===== config.mk =====
export PLATFORM = sky130hd
export DESIGN_NAME = wb_reset_seq_flat
export DESIGN_NICKNAME = d
export VERILOG_FILES = /design/src/rtl/wb_reset_seq_if.sv /design/src/rtl/wb_reset_seq.sv /design/src/flat_wrapper.sv
export SDC_FILE = /design/constraint.sdc
export NUM_CORES = 1
export LEC_CHECK = 0
export BUFFER_PORTS_ARGS = -buffer_cell sky130_fd_sc_hd__buf_2
export CORE_MARGIN = 4
export CORE_UTILIZATION = 40
export DETAILED_ROUTE_END_ITERATION = 6
export HOLD_SLACK_MARGIN = 0.08
export SETUP_SLACK_MARGIN = 0.3
export SYNTH_ARGS = -nofsm -noshare
export SYNTH_HDL_FRONTEND = slang
export SYNTH_SLANG_ARGS = --single-unit

===== constraint.sdc =====
create_clock -name clk -period 3.98 [get_ports clk]
set_clock_uncertainty 0.1 [all_clocks]
set_input_delay 0.398 -clock clk [delete_from_list [all_inputs] [get_ports clk]]
set_output_delay 0.398 -clock clk [all_outputs]
set_load 0.005 [all_outputs]

===== src/rtl/wb_reset_seq_if.sv =====
// Control/status bundle between the wb_host reset sequencer and its surroundings.
interface wb_reset_seq_if #(
    parameter int NUM_DOM = 4
);
    logic               cfg_fast_sim;
    logic               soft_boot_req;
    logic [NUM_DOM-1:0] cfg_reboot_mask;
    logic [NUM_DOM-1:0] rst_n;
    logic [NUM_DOM-1:0] clk_enb;
    logic               force_refclk;
    logic               soft_reboot;
    logic               seq_done;
    logic [7:0]         reboot_cnt;

    modport master (
        output cfg_fast_sim, soft_boot_req, cfg_reboot_mask,
        input  rst_n, clk_enb, force_refclk, soft_reboot, seq_done, reboot_cnt
    );

    modport slave (
        input  cfg_fast_sim, soft_boot_req, cfg_reboot_mask,
        output rst_n, clk_enb, force_refclk, soft_reboot, seq_done, reboot_cnt
    );
endinterface


===== src/rtl/wb_reset_seq.sv =====
// Multi-domain reset/clock-enable sequencer: ascending power-on release, masked descending soft reboot.
// Reboot requests act two edges after capture; WB_RST_REBOOT_CNT_EN adds a saturating reboot counter.
module wb_reset_seq #(
    parameter int NUM_DOM        = 4,
    parameter int CNT_W          = 16,
    parameter int PWRUP_CYC      = 60000,
    parameter int FAST_PWRUP_CYC = 100,
    parameter int STEP_CYC       = 16
) (
    input  logic          clk,
    input  logic          e_reset,
    wb_reset_seq_if.slave bus
);
    localparam int                IDX_W      = $clog2(NUM_DOM);
    localparam logic [IDX_W-1:0]  LAST_IDX   = IDX_W'(NUM_DOM - 1);
    localparam logic [CNT_W-1:0]  STEP_LAST  = CNT_W'(STEP_CYC - 1);
    localparam logic [CNT_W-1:0]  PWRUP_LAST = CNT_W'(PWRUP_CYC);
    localparam logic [CNT_W-1:0]  FAST_LAST  = CNT_W'(FAST_PWRUP_CYC);

    typedef enum logic [2:0] {
        ST_PWR_UP,
        ST_CLK_ON,
        ST_REL0,
        ST_FORCE_OFF,
        ST_REL_REST,
        ST_RUN,
        ST_ASSERT
    } state_t;

    state_t             state;
    logic [CNT_W-1:0]   cnt;
    logic [IDX_W-1:0]   idx;
    logic [NUM_DOM-1:0] mask;
    logic [NUM_DOM-1:0] rst_n_q;
    logic [NUM_DOM-1:0] clk_enb_q;
    logic               force_q;
    logic               soft_q;
    logic               done_q;
    logic               req_meta;
    logic               req_ss;
    logic               req_d;

    logic [CNT_W-1:0]   exit_cnt;
    logic               tick;
    logic               req_rise;
    logic [NUM_DOM-1:0] mask_in;
    logic               accept;

    // Domain 0 is never part of a reboot, so its mask bit is dropped at the input.
    always_comb begin
        mask_in    = bus.cfg_reboot_mask;
        mask_in[0] = 1'b0;
    end

    assign exit_cnt = bus.cfg_fast_sim ? FAST_LAST : PWRUP_LAST;
    assign tick     = (state == ST_PWR_UP) ? (cnt == exit_cnt) : (cnt == STEP_LAST);
    assign req_rise = req_ss & ~req_d;
    assign accept   = (state == ST_RUN) && req_rise && (mask_in != '0);

    always_ff @(posedge clk or posedge e_reset) begin
        if (e_reset) begin
            state     <= ST_PWR_UP;
            cnt       <= '0;
            idx       <= '0;
            mask      <= '0;
            rst_n_q   <= '0;
            clk_enb_q <= '0;
            force_q   <= 1'b1;
            soft_q    <= 1'b0;
            done_q    <= 1'b0;
            req_meta  <= 1'b0;
            req_ss    <= 1'b0;
            req_d     <= 1'b0;
        end else begin
            req_meta <= bus.soft_boot_req;
            req_ss   <= req_meta;
            req_d    <= req_ss;

            if (state != ST_RUN) begin
                cnt <= tick ? '0 : cnt + 1'b1;
            end

            case (state)
                ST_PWR_UP: begin
                    if (tick) state <= ST_CLK_ON;
                end
                // soft_q doubles as the boot/reboot selector: only e_reset clears it.
                ST_CLK_ON: begin
                    if (tick) begin
                        if (soft_q) begin
                            clk_enb_q <= clk_enb_q | mask;
                            state     <= ST_FORCE_OFF;
                        end else begin
                            clk_enb_q <= '1;
                            state     <= ST_REL0;
                        end
                    end
                end
                ST_REL0: begin
                    if (tick) begin
                        rst_n_q[0] <= 1'b1;
                        state      <= ST_FORCE_OFF;
                    end
                end
                ST_FORCE_OFF: begin
                    if (tick) begin
                        force_q <= 1'b0;
                        idx     <= IDX_W'(1);
                        state   <= ST_REL_REST;
                    end
                end
                ST_REL_REST: begin
                    if (tick) begin
                        if (!soft_q || mask[idx]) rst_n_q[idx] <= 1'b1;
                        if (idx == LAST_IDX) begin
                            done_q <= 1'b1;
                            state  <= ST_RUN;
                        end else begin
                            idx <= idx + 1'b1;
                        end
                    end
                end
                ST_RUN: begin
                    if (accept) begin
                        mask      <= mask_in;
                        soft_q    <= 1'b1;
                        force_q   <= 1'b1;
                        done_q    <= 1'b0;
                        clk_enb_q <= clk_enb_q & ~mask_in;
                        cnt       <= '0;
                        idx       <= LAST_IDX;
                        state     <= ST_ASSERT;
                    end
                end
                ST_ASSERT: begin
                    if (tick) begin
                        if (mask[idx]) rst_n_q[idx] <= 1'b0;
                        if (idx == IDX_W'(1)) state <= ST_CLK_ON;
                        else                  idx   <= idx - 1'b1;
                    end
                end
                default: state <= ST_PWR_UP;
            endcase
        end
    end

    assign bus.rst_n        = rst_n_q;
    assign bus.clk_enb      = clk_enb_q;
    assign bus.force_refclk = force_q;
    assign bus.soft_reboot  = soft_q;
    assign bus.seq_done     = done_q;

`ifdef WB_RST_REBOOT_CNT_EN
    logic [7:0] reboot_cnt_q;

    always_ff @(posedge clk or posedge e_reset) begin
        if (e_reset) begin
            reboot_cnt_q <= '0;
        end else if (accept && reboot_cnt_q != 8'hFF) begin
            reboot_cnt_q <= reboot_cnt_q + 8'd1;
        end
    end

    assign bus.reboot_cnt = reboot_cnt_q;
`else
    assign bus.reboot_cnt = 8'h00;
`endif

endmodule


===== src/flat_wrapper.sv =====
// flat-port wrapper written by rule: the top's interface ports become plain ports
module wb_reset_seq_flat 
#(
    parameter int NUM_DOM        = 4,
    parameter int CNT_W          = 16,
    parameter int PWRUP_CYC      = 60000,
    parameter int FAST_PWRUP_CYC = 100,
    parameter int STEP_CYC       = 16
)
  (clk, e_reset, bus_cfg_fast_sim, bus_soft_boot_req, bus_cfg_reboot_mask, bus_rst_n, bus_clk_enb, bus_force_refclk, bus_soft_reboot, bus_seq_done, bus_reboot_cnt);
  wb_reset_seq_if #(.NUM_DOM(NUM_DOM)) bus_i ();
  input  logic clk;
  input  logic e_reset;
  input wire logic [$bits(bus_i.cfg_fast_sim)-1:0] bus_cfg_fast_sim;
  input wire logic [$bits(bus_i.soft_boot_req)-1:0] bus_soft_boot_req;
  input wire logic [$bits(bus_i.cfg_reboot_mask)-1:0] bus_cfg_reboot_mask;
  output wire logic [$bits(bus_i.rst_n)-1:0] bus_rst_n;
  output wire logic [$bits(bus_i.clk_enb)-1:0] bus_clk_enb;
  output wire logic [$bits(bus_i.force_refclk)-1:0] bus_force_refclk;
  output wire logic [$bits(bus_i.soft_reboot)-1:0] bus_soft_reboot;
  output wire logic [$bits(bus_i.seq_done)-1:0] bus_seq_done;
  output wire logic [$bits(bus_i.reboot_cnt)-1:0] bus_reboot_cnt;
  assign bus_i.cfg_fast_sim = bus_cfg_fast_sim;
  assign bus_i.soft_boot_req = bus_soft_boot_req;
  assign bus_i.cfg_reboot_mask = bus_cfg_reboot_mask;
  assign bus_rst_n = bus_i.rst_n;
  assign bus_clk_enb = bus_i.clk_enb;
  assign bus_force_refclk = bus_i.force_refclk;
  assign bus_soft_reboot = bus_i.soft_reboot;
  assign bus_seq_done = bus_i.seq_done;
  assign bus_reboot_cnt = bus_i.reboot_cnt;
  wb_reset_seq #(.NUM_DOM(NUM_DOM), .CNT_W(CNT_W), .PWRUP_CYC(PWRUP_CYC), .FAST_PWRUP_CYC(FAST_PWRUP_CYC), .STEP_CYC(STEP_CYC)) u_core (.clk(clk), .e_reset(e_reset), .bus(bus_i));
endmodule

==> flow_metrics.env, run 1 <==
export IMPL_outcome="finished clean"
export IMPL_yosys_top_cells_count="dfrtp_1 (37), nand3_1 (24), a31oi_1 (18)"
export IMPL_vias=1911
export IMPL_cellPowerDensity_mw_per_mm2=278
export IMPL_grt_ovfl_total=0
export IMPL_core_area_mm2=0.00557
export IMPL_slew_viol_final=0
export IMPL_rsz0062_at_grt="no"
export IMPL_rrSetupSlack_ps=1110
export IMPL_synth_flop_cell="dfrtp_1"
export IMPL_cts_path_max_buffers=2
export IMPL_internal_power_mw=0.538
export IMPL_netlist_area_leader_share=0.400
export IMPL_portBuffers=17
export IMPL_hpwlAfterDp_mm=3.40
export IMPL_cts_max_level=2
export IMPL_drc=0
export IMPL_path_max_fanout=20
export IMPL_pwr_share_seq=0.562
export IMPL_synth_cell_types=57
export IMPL_timing_critical_path_to="u_core.state[2]"
export IMPL_initial_utilization=0.415
export IMPL_syn2layout_area_growth_pct=8.98
export IMPL_worst_ep_required_time_ps=4090
export IMPL_antenna_cells=0
export IMPL_insertion_delay_ps=300
export IMPL_drt_first_iter_violations=101
export IMPL_p_sw_frac=0.232
export IMPL_final_nets=278
export IMPL_hold_class="in -> async"
export IMPL_timing_rr_start="u_core.state[1]"
export IMPL_ys_seq_area_frac=0.412
export IMPL_path_clk_slew_ps=80
export IMPL_worst_setup_path_start_kind="flip-flop"
export IMPL_period_minus_slack_ps=2870
export IMPL_ys_async_sr_fraction=1.00
export IMPL_cap_violations=0
export IMPL_crit_family="simple AND/OR/NAND/NOR gates"
export IMPL_ctsRootBufferMaster="clkbuf_8"
export IMPL_clock_sinks=38
export IMPL_leakagePower_nw=1.14
export IMPL_fmax_mhz=349
export IMPL_drt_wirelength_per_cell_um=14.5
export IMPL_switchingPower_mw=0.163
export IMPL_drive_above_1_share=0.162
export IMPL_yosysTopAreaCell="dfrtp_1"
export IMPL_timing_max_slew_rel_slack=0.335
export IMPL_die_h_um=84.1
export IMPL_grt_first_pass_wirelength_mm=8.87
export IMPL_setup_tns_ps=0
export IMPL_critical_path_arrival_ps=2980
export IMPL_place_congestion=0.775
export IMPL_die_w_um=84.1
export IMPL_rows=27
export IMPL_routed_wl_mm=4.91
export IMPL_crit_chain="or4_4, nor4_4, o221ai_2, buf_4, or4_1, o211ai_1"
export IMPL_path_buf_inv=1
export IMPL_drt_pass1_iterations=4
export IMPL_netlist_instances=250
export IMPL_ant_nets=0
export IMPL_grt_usage=0.153
export IMPL_worstReg2RegEnd="u_core.state[2]"
export IMPL_crit_type="reg -> reg"
export IMPL_period_share=0.720
export IMPL_yosysMostFrequentCell="dfrtp_1"
export IMPL_ctsHoldBuffers=0
export IMPL_die_area_mm2=0.00706
export IMPL_synth_edf_count=0
export IMPL_cp_startpoint="u_core.state[1]"
export IMPL_cp_slowest_cell="or4_4"
export IMPL_reg2reg_depth=6
export IMPL_ios=27
export IMPL_endpoint_kind="flip-flop"
export IMPL_clkPwrFrac=0.405
export IMPL_worst_slew_pin_slew_ps=990
export IMPL_cp_depth=6
export IMPL_hold_violations=0
export IMPL_yosysWarnings=0
export IMPL_drt_vias_per_instance=5.65
export IMPL_cts_made_buffers=5
export IMPL_cts_tree="yes"
export IMPL_synth_area_mm2=0.00231
export IMPL_setup_viol=0
export IMPL_synth_area_leaders="dfrtp_1 (40%), nand3_1 (5.2%), a31oi_1 (4.9%), buf_4 (2.9%), mux2_2 (2.9%)"
export IMPL_fin_util=0.452
export IMPL_post_cts_setup_buffers=0
export IMPL_irDropWorstVdd_mv=0.140
export IMPL_fillers=573
export IMPL_grt_max_degree=39
export IMPL_p_comb_frac=0.033
export IMPL_synth_area_per_cell_um2=9.25
export IMPL_critPathMaxStageDelay_ps=620
export IMPL_cts_repair_resized=0
export IMPL_synth_seq_cells=38
export IMPL_first_global_vias=1834
export IMPL_antenna_found_initial=0
## per-stage QoR
step | std cells | cell area (um2) | hold WS [ps] | setup WS, ps | power (mW)
after detailed placement | 330 | 2430 | 241 | 1130 | 0.425
after floorplan | 257 | 2340 | 231 | 1690 | 0.421
after global placement | 330 | 2430 | 234 | 1140 | 0.425
after CTS | 338 | 2520 | 91.0 | 1120 | 0.715
after global routing | 338 | 2520 | 94.6 | 968 | 0.729
final | 338 | 2520 | 101 | 1110 | 0.700
## cell usage in the layout, fill, tap and decap left out, types with 5 or more instances in the layout
| cell type | count |
|---|---|
| inv_1 | 15 |
| buf_2 | 17 |
| nor3_1 | 11 |
| a31oi_1 | 18 |
| o21ai_0 | 6 |
| nand3_1 | 24 |
| and3_1 | 8 |
| o211ai_1 | 6 |
| dfrtp_1 | 37 |
| mux2_2 | 6 |
| nor2_1 | 11 |
| clkbuf_8 | 6 |
| ha_1 | 5 |
| nand2_1 | 16 |
| conb_1 | 8 |
## cells by family after synthesis
logic type                 count (synthesis)  synth area share
AOI/OAI and AO/OA                         62             0.197
xor gates and xnor gates                   2           0.00757
DFF                                       38             0.412
adders and majority gates                  5            0.0270
other                                      1           0.00162
buffers and inverters                     35            0.0757
and+or+nand+nor                           99             0.241
muxes                                      8            0.0379
## flip-flops by register name (all words and copies together), names as in the netlist, named ones only
name,count
u_core.cnt,16
u_core.bus.clk_enb,4
u_core.mask,3
u_core.state,3
u_core.idx,2
u_core.bus.force_refclk,1
u_core.bus.rst_n,1
u_core.bus.seq_done,1
u_core.bus.soft_reboot,1
u_core.req_d,1
u_core.req_meta,1
u_core.req_ss,1
## cell type report
type                            count  area (um2)  area share
Timing Repair Buffer               21         115      0.0457
Inverter                           15        56.3      0.0223
Sequential cell                    38         952       0.378
Clock buffer                        6        82.6      0.0328
Clock inverter                      2        12.5     0.00496
Tap cell                           72        90.1      0.0357
Multi-Input combinational cell    184        1210       0.481
## routing by layer
metal / part of all wire / wire length, um / global-route usage
met5: 0 / 0 / 0
met4: 0.015 / 76 / 0.0526
met3: 0.041 / 203 / 0.0296
met2: 0.44 / 2160 / 0.230
met1: 0.50 / 2470 / 0.218
## worst min path at each step
stage / endpoint / start
3_3_place_gp: u_core.req_ss / u_core.req_meta
5_1_grt: u_core.req_meta / bus_soft_boot_req
2_1_floorplan: u_core.req_ss / u_core.req_meta
6_report: u_core.bus.clk_enb[0] / e_reset
3_5_place_dp: u_core.req_ss / u_core.req_meta
4_1_cts: u_core.req_meta / bus_soft_boot_req
## power by group through the flow
stage                     Sequential (mW)  Clock [mW]  Combinational, mW
final                               0.393       0.284             0.0232
after detailed placement            0.401           0             0.0239
after global placement              0.401           0             0.0236
after floorplan                     0.400           0             0.0204
after CTS                           0.394       0.298             0.0241
after global routing                0.394       0.307             0.0274
## worst register-to-register path, stage by stage, from the launching register on
cell,delay [ps]
dfrtp_1,550
or4_4,620
nor4_4,370
o221ai_2,320
buf_4,310
or4_1,420
o211ai_1,100
No activity file was read; power rests on OpenSTA's default activity.
==> inputs of run 2 (changes only) <==
clock period = 3 ns   (was 3.98 ns; I/O delays follow)
==> flow_metrics.env, run 2 (synthesis results as in run 1) <==
export IMPL_setup_tns_ps=0
export IMPL_reg2reg_depth=6
export IMPL_drt_wirelength_per_cell_um=14.4
export IMPL_antenna_found_initial=0
export IMPL_place_congestion=0.765
export IMPL_first_global_vias=1832
export IMPL_layout_common_cells="dfrtp_1 (37), nand3_1 (24), a31oi_1 (18), buf_2 (17), nand2_1 (16)"
export IMPL_drc=0
export IMPL_timing_rr_start="u_core.state[0]"
export IMPL_top_register="u_core.cnt"
export IMPL_multi_input_area_mm2=0.00121
export IMPL_routed_wl_mm=4.95
export IMPL_design_area_mm2=0.00259
export IMPL_rows=27
export IMPL_grt_first_pass_wirelength_mm=8.75
export IMPL_ctsRootBufferMaster="clkbuf_8"
export IMPL_wl_met2_mm=2.22
export IMPL_worst_slew_pin_slew_ps=862
export IMPL_wl_met3_um=192
export IMPL_drive_above_1_share=0.173
export IMPL_grt_ovfl_total=0
export IMPL_critical_path_arrival_ps=2520
export IMPL_die_area_mm2=0.00706
export IMPL_hpwlAfterDp_mm=3.51
export IMPL_rrSetupSlack_ps=590
export IMPL_worst_ep_required_time_ps=3110
export IMPL_outcome="finished clean"
export IMPL_critPathMaxStageDelay_ps=580
export IMPL_setup_ws_ps=589
export IMPL_regArea_um2=952
export IMPL_worstReg2RegEnd="u_core.cnt[11]"
export IMPL_cp_slowest_cell="or4_4"
export IMPL_grt_usage=0.148
export IMPL_leakagePower_nw=1.17
export IMPL_endpoint_kind="flip-flop"
export IMPL_largest_reg_flops=16
export IMPL_slew_viol_final=0
export IMPL_place_inst=334
export IMPL_portBuffers=17
export IMPL_crit_chain="or4_4, and3_1, o221ai_2, buf_4, a41oi_1, a31oi_1"
export IMPL_final_common_cell="dfrtp_1"
export IMPL_cts_max_level=2
export IMPL_cap_violations=0
export IMPL_ios=27
export IMPL_hold_path_depth=2
export IMPL_cts_path_max_buffers=2
export IMPL_drt_vias_per_instance=5.64
export IMPL_syn2layout_area_growth_pct=12.0
export IMPL_path_max_fanout=12
export IMPL_dpl_cell_area_mm2=0.00246
export IMPL_antenna_cells=0
export IMPL_drt_first_iter_violations=79
export IMPL_timing_max_slew_rel_slack=0.421
export IMPL_initial_utilization=0.415
export IMPL_grt_max_degree=39
export IMPL_cts_tree="yes"
export IMPL_rsz0062_at_grt="no"
export IMPL_insertion_delay_ps=280
export IMPL_die_h_um=84.1
export IMPL_hp_start="bus_cfg_reboot_mask[1]"
export IMPL_wl_met1_mm=2.50
export IMPL_stdcell_count=344
export IMPL_period_minus_slack_ps=2410
export IMPL_hold_violations=0
export IMPL_worst_setup_path_start_kind="flip-flop"
export IMPL_vias=1939
export IMPL_highest_layer="met4"
export IMPL_path_clk_slew_ps=80
export IMPL_crit_type="reg -> reg"
export IMPL_hold_end="u_core.mask[1]"
export IMPL_cts_made_buffers=5
export IMPL_power_mw=0.992
export IMPL_period_share=0.804
export IMPL_irDropWorstVdd_mv=0.314
export IMPL_post_place_ws_ps=582
export IMPL_cellPowerDensity_mw_per_mm2=383
export IMPL_fillers=551
export IMPL_setup_viol=0
export IMPL_final_nets=284
export IMPL_crit_family="simple AND/OR/NAND/NOR gates"
export IMPL_fmax_mhz=415
export IMPL_ant_nets=0
export IMPL_drt_pass1_iterations=4
export IMPL_hold_class="in -> reg"
export IMPL_clock_sinks=38
export IMPL_path_buf_inv=1
export IMPL_cp_startpoint="u_core.state[0]"
export IMPL_core_area_mm2=0.00557
export IMPL_die_w_um=84.1
==> run 2: worst register-to-register path, delay by kind of cell, from the launching register on <==
family | cells | cell delay [ps]
simple gates | 2 | 820
flops | 1 | 380
buf+inv | 1 | 280
compound gates | 3 | 750
==> run 2: where the power goes <==
part           internal [mW]  switching (mW)  total [mW]
combinational         0.0125          0.0203      0.0327
sequential             0.518         0.00447       0.522
clock                  0.247           0.189       0.437
==> run 2: how the worst max path moves through the flow <==
stage                            to  slack (ps)  cells after the start
floorplan           u_core.state[1]         710                      7
global placement     u_core.cnt[11]         620                      6
detailed placement   u_core.cnt[11]         580                      6
CTS                  u_core.cnt[11]         580                      6
global route          u_core.cnt[9]         420                      6
finish               u_core.cnt[11]         590                      6
==> run 2: per-stage QoR <==
step,utilization,hold WS (ps)
6_report,0.465,183
5_1_grt,0.465,175
4_1_cts,0.465,171
3_5_place_dp,0.441,240
3_3_place_gp,0.441,232
2_1_floorplan,-,231
==> run 2: area by class of cell <==
type                       instances  share of cell area
multi-input combinational        184               0.468
sequential                        38               0.368
timing repair buffer              27              0.0638
tap                               72              0.0348
clock buffer                       5              0.0266
inverter                          15              0.0217
clock inverter                     3              0.0174
==> run 2: routing by layer <==
metal,track usage,vias up
met4,0.0380,0
met3,0.0267,2
met5,0,-
li1,-,963
met1,0.222,940
met2,0.219,34
==> run 2: timing repair <==
item	4_1_cts	5_1_grt
hold buffers	2	0
setup endpoints to repair	0	0
endpoints found under the hold margin	38	0
buffers inserted	0	0
gates resized for setup	0	0
==> inputs of run 3 (changes only) <==
clock period = 2.3 ns   (was 3 ns; I/O delays follow)
==> flow_metrics.env, run 3 (synthesis results as in run 1) <==
export IMPL_rows=27
export IMPL_antenna_cells=0
export IMPL_hpwlAfterDp_mm=3.67
export IMPL_outcome="finished clean"
export IMPL_rrSetupSlack_ps=50
export IMPL_cellPowerDensity_mw_per_mm2=466
export IMPL_slew_viol_final=0
export IMPL_regArea_um2=952
export IMPL_drt_first_iter_violations=133
export IMPL_stdcell_count=360
export IMPL_cts_tree="yes"
export IMPL_first_global_vias=1987
export IMPL_irDropWorstVdd_mv=0.326
export IMPL_power_mw=1.32
export IMPL_worst_setup_path_start_kind="flip-flop"
export IMPL_period_share=0.980
export IMPL_p_sw_frac=0.209
export IMPL_p_comb_frac=0.033
export IMPL_grt_first_pass_wirelength_mm=9.63
export IMPL_die_h_um=84.1
export IMPL_clkPwrFrac=0.452
export IMPL_hold_violations=0
export IMPL_ctsRootBufferMaster="clkbuf_8"
export IMPL_dpl_cell_area_mm2=0.00253
export IMPL_clock_sinks=38
export IMPL_vias=2052
export IMPL_switchingPower_mw=0.276
export IMPL_die_w_um=84.1
export IMPL_cap_violations=0
export IMPL_antenna_found_initial=0
export IMPL_largest_reg_flops=16
export IMPL_drive_above_1_share=0.260
export IMPL_routed_wl_mm=5.65
export IMPL_period_minus_slack_ps=2250
export IMPL_portBuffers=17
export IMPL_hold_class="in -> reg"
export IMPL_setup_viol=0
export IMPL_layout_common_cells="dfrtp_1 (37), nand3_1 (20), buf_4 (19), a31oi_1 (18), buf_2 (17)"
export IMPL_grt_ovfl_total=0
export IMPL_place_congestion=0.776
export IMPL_place_inst=342
export IMPL_endpoint_kind="flip-flop"
export IMPL_drc=0
export IMPL_path_clk_slew_ps=80
export IMPL_leakagePower_nw=1.29
export IMPL_crit_type="reg -> reg"
export IMPL_initial_utilization=0.415
export IMPL_syn2layout_area_growth_pct=22.6
export IMPL_final_common_cell="dfrtp_1"
export IMPL_timing_max_slew_rel_slack=0.664
export IMPL_cts_path_max_buffers=2
export IMPL_cp_slowest_cell="or4bb_4"
export IMPL_cts_max_level=2
export IMPL_ant_nets=0
export IMPL_insertion_delay_ps=290
export IMPL_internal_power_mw=1.05
export IMPL_grt_usage=0.166
export IMPL_multi_input_area_mm2=0.00131
export IMPL_worst_slew_pin_slew_ps=504
export IMPL_worst_ep_required_time_ps=2380
export IMPL_ios=27
export IMPL_critical_path_arrival_ps=2340
export IMPL_drt_pass1_iterations=4
export IMPL_rsz0062_at_grt="yes"
export IMPL_crit_chain="nand4b_1, or4bb_4, a2bb2oi_4, nand3_2, mux2_4"
export IMPL_path_max_fanout=7
export IMPL_fmax_mhz=444
export IMPL_drt_wirelength_per_cell_um=15.7
export IMPL_top_register="u_core.cnt"
export IMPL_drt_vias_per_instance=5.70
export IMPL_final_nets=300
export IMPL_pwr_share_seq=0.516
export IMPL_die_area_mm2=0.00706
export IMPL_cts_made_buffers=5
export IMPL_grt_max_degree=39
export IMPL_design_area_mm2=0.00284
export IMPL_core_area_mm2=0.00557
export IMPL_fillers=541
export IMPL_critPathMaxStageDelay_ps=640
-- run 3: changes by cell type in the layout (fill, tap and decap cells not counted), sizes merged --
cell,before,now
buf,25,40
clkbuf,5,7
clkinvlp,2,0
a2bb2oi,2,3
-- run 3: stage by stage --
| step | worst slack, ps | utilization | hold WS (ps) | setup TNS, ps |
|---|---|---|---|---|
| detailed placement | 123 | 0.455 | 241 | 0 |
| finish | 45.9 | 0.509 | 103 | 0 |
| global route | -23.5 | 0.509 | 96.3 | -24.6 |
| floorplan | 225 | - | 161 | 0 |
| CTS | 117 | 0.501 | 95.7 | 0 |
| global placement | 145 | 0.455 | 234 | 0 |
-- run 3: layer usage --
metal | GRT usage | vias up | wire length (um)
li1 | - | 1004 | -
met1 | 0.238 | 1001 | 2660
met2 | 0.247 | 37 | 2670
met3 | 0.0336 | 10 | 207
met4 | 0.0585 | 0 | 106
met5 | 0 | - | 0
-- run 3: critical path: cells and delay by family (launching register included) --
| family | cells | cell delay, ps |
|---|---|---|
| mux | 1 | 310 |
| flops | 1 | 480 |
| compound gates | 1 | 280 |
| simple gates | 3 | 980 |
-- run 3: what timing repair did --
action	CTS	global route
hold endpoints to repair	38	0
hold buffers	2	0
setup endpoints to repair	29	31
buffers inserted	6	1
gates cloned	1	0
gates resized for setup	10	9
pin swaps	3	3
-- run 3: power groups by stage --
stage	clock (mW)	sequential [mW]	combinational [mW]
floorplan	0	0.693	0.0353
global placement	0	0.694	0.0406
detailed placement	0	0.694	0.0412
CTS	0.612	0.681	0.0439
global route	0.645	0.683	0.0499
finish	0.597	0.681	0.0430
-- run 3: area by class of cell --
cell class                      instances  share of cell area
Multi-Input combinational cell        185               0.462
Tap cell                               72              0.0318
Clock buffer                            7              0.0305
Inverter                               15              0.0199
Timing Repair Buffer                   42               0.109
Sequential cell                        38               0.336
Clock inverter                          1              0.0106
-- run 3: final timing paths --
path                       cells after the start                 endpoint                   start
max reg2reg                                    5                flip-flop           u_core.cnt[0]
min reg2reg                                    0            u_core.req_ss         u_core.req_meta
max                                            5                flip-flop           u_core.cnt[0]
max in group asynchronous                      4  u_core.bus.force_refclk                 e_reset
min in group asynchronous                      4            u_core.cnt[3]                 e_reset
min                                            2           u_core.mask[2]  bus_cfg_reboot_mask[2]
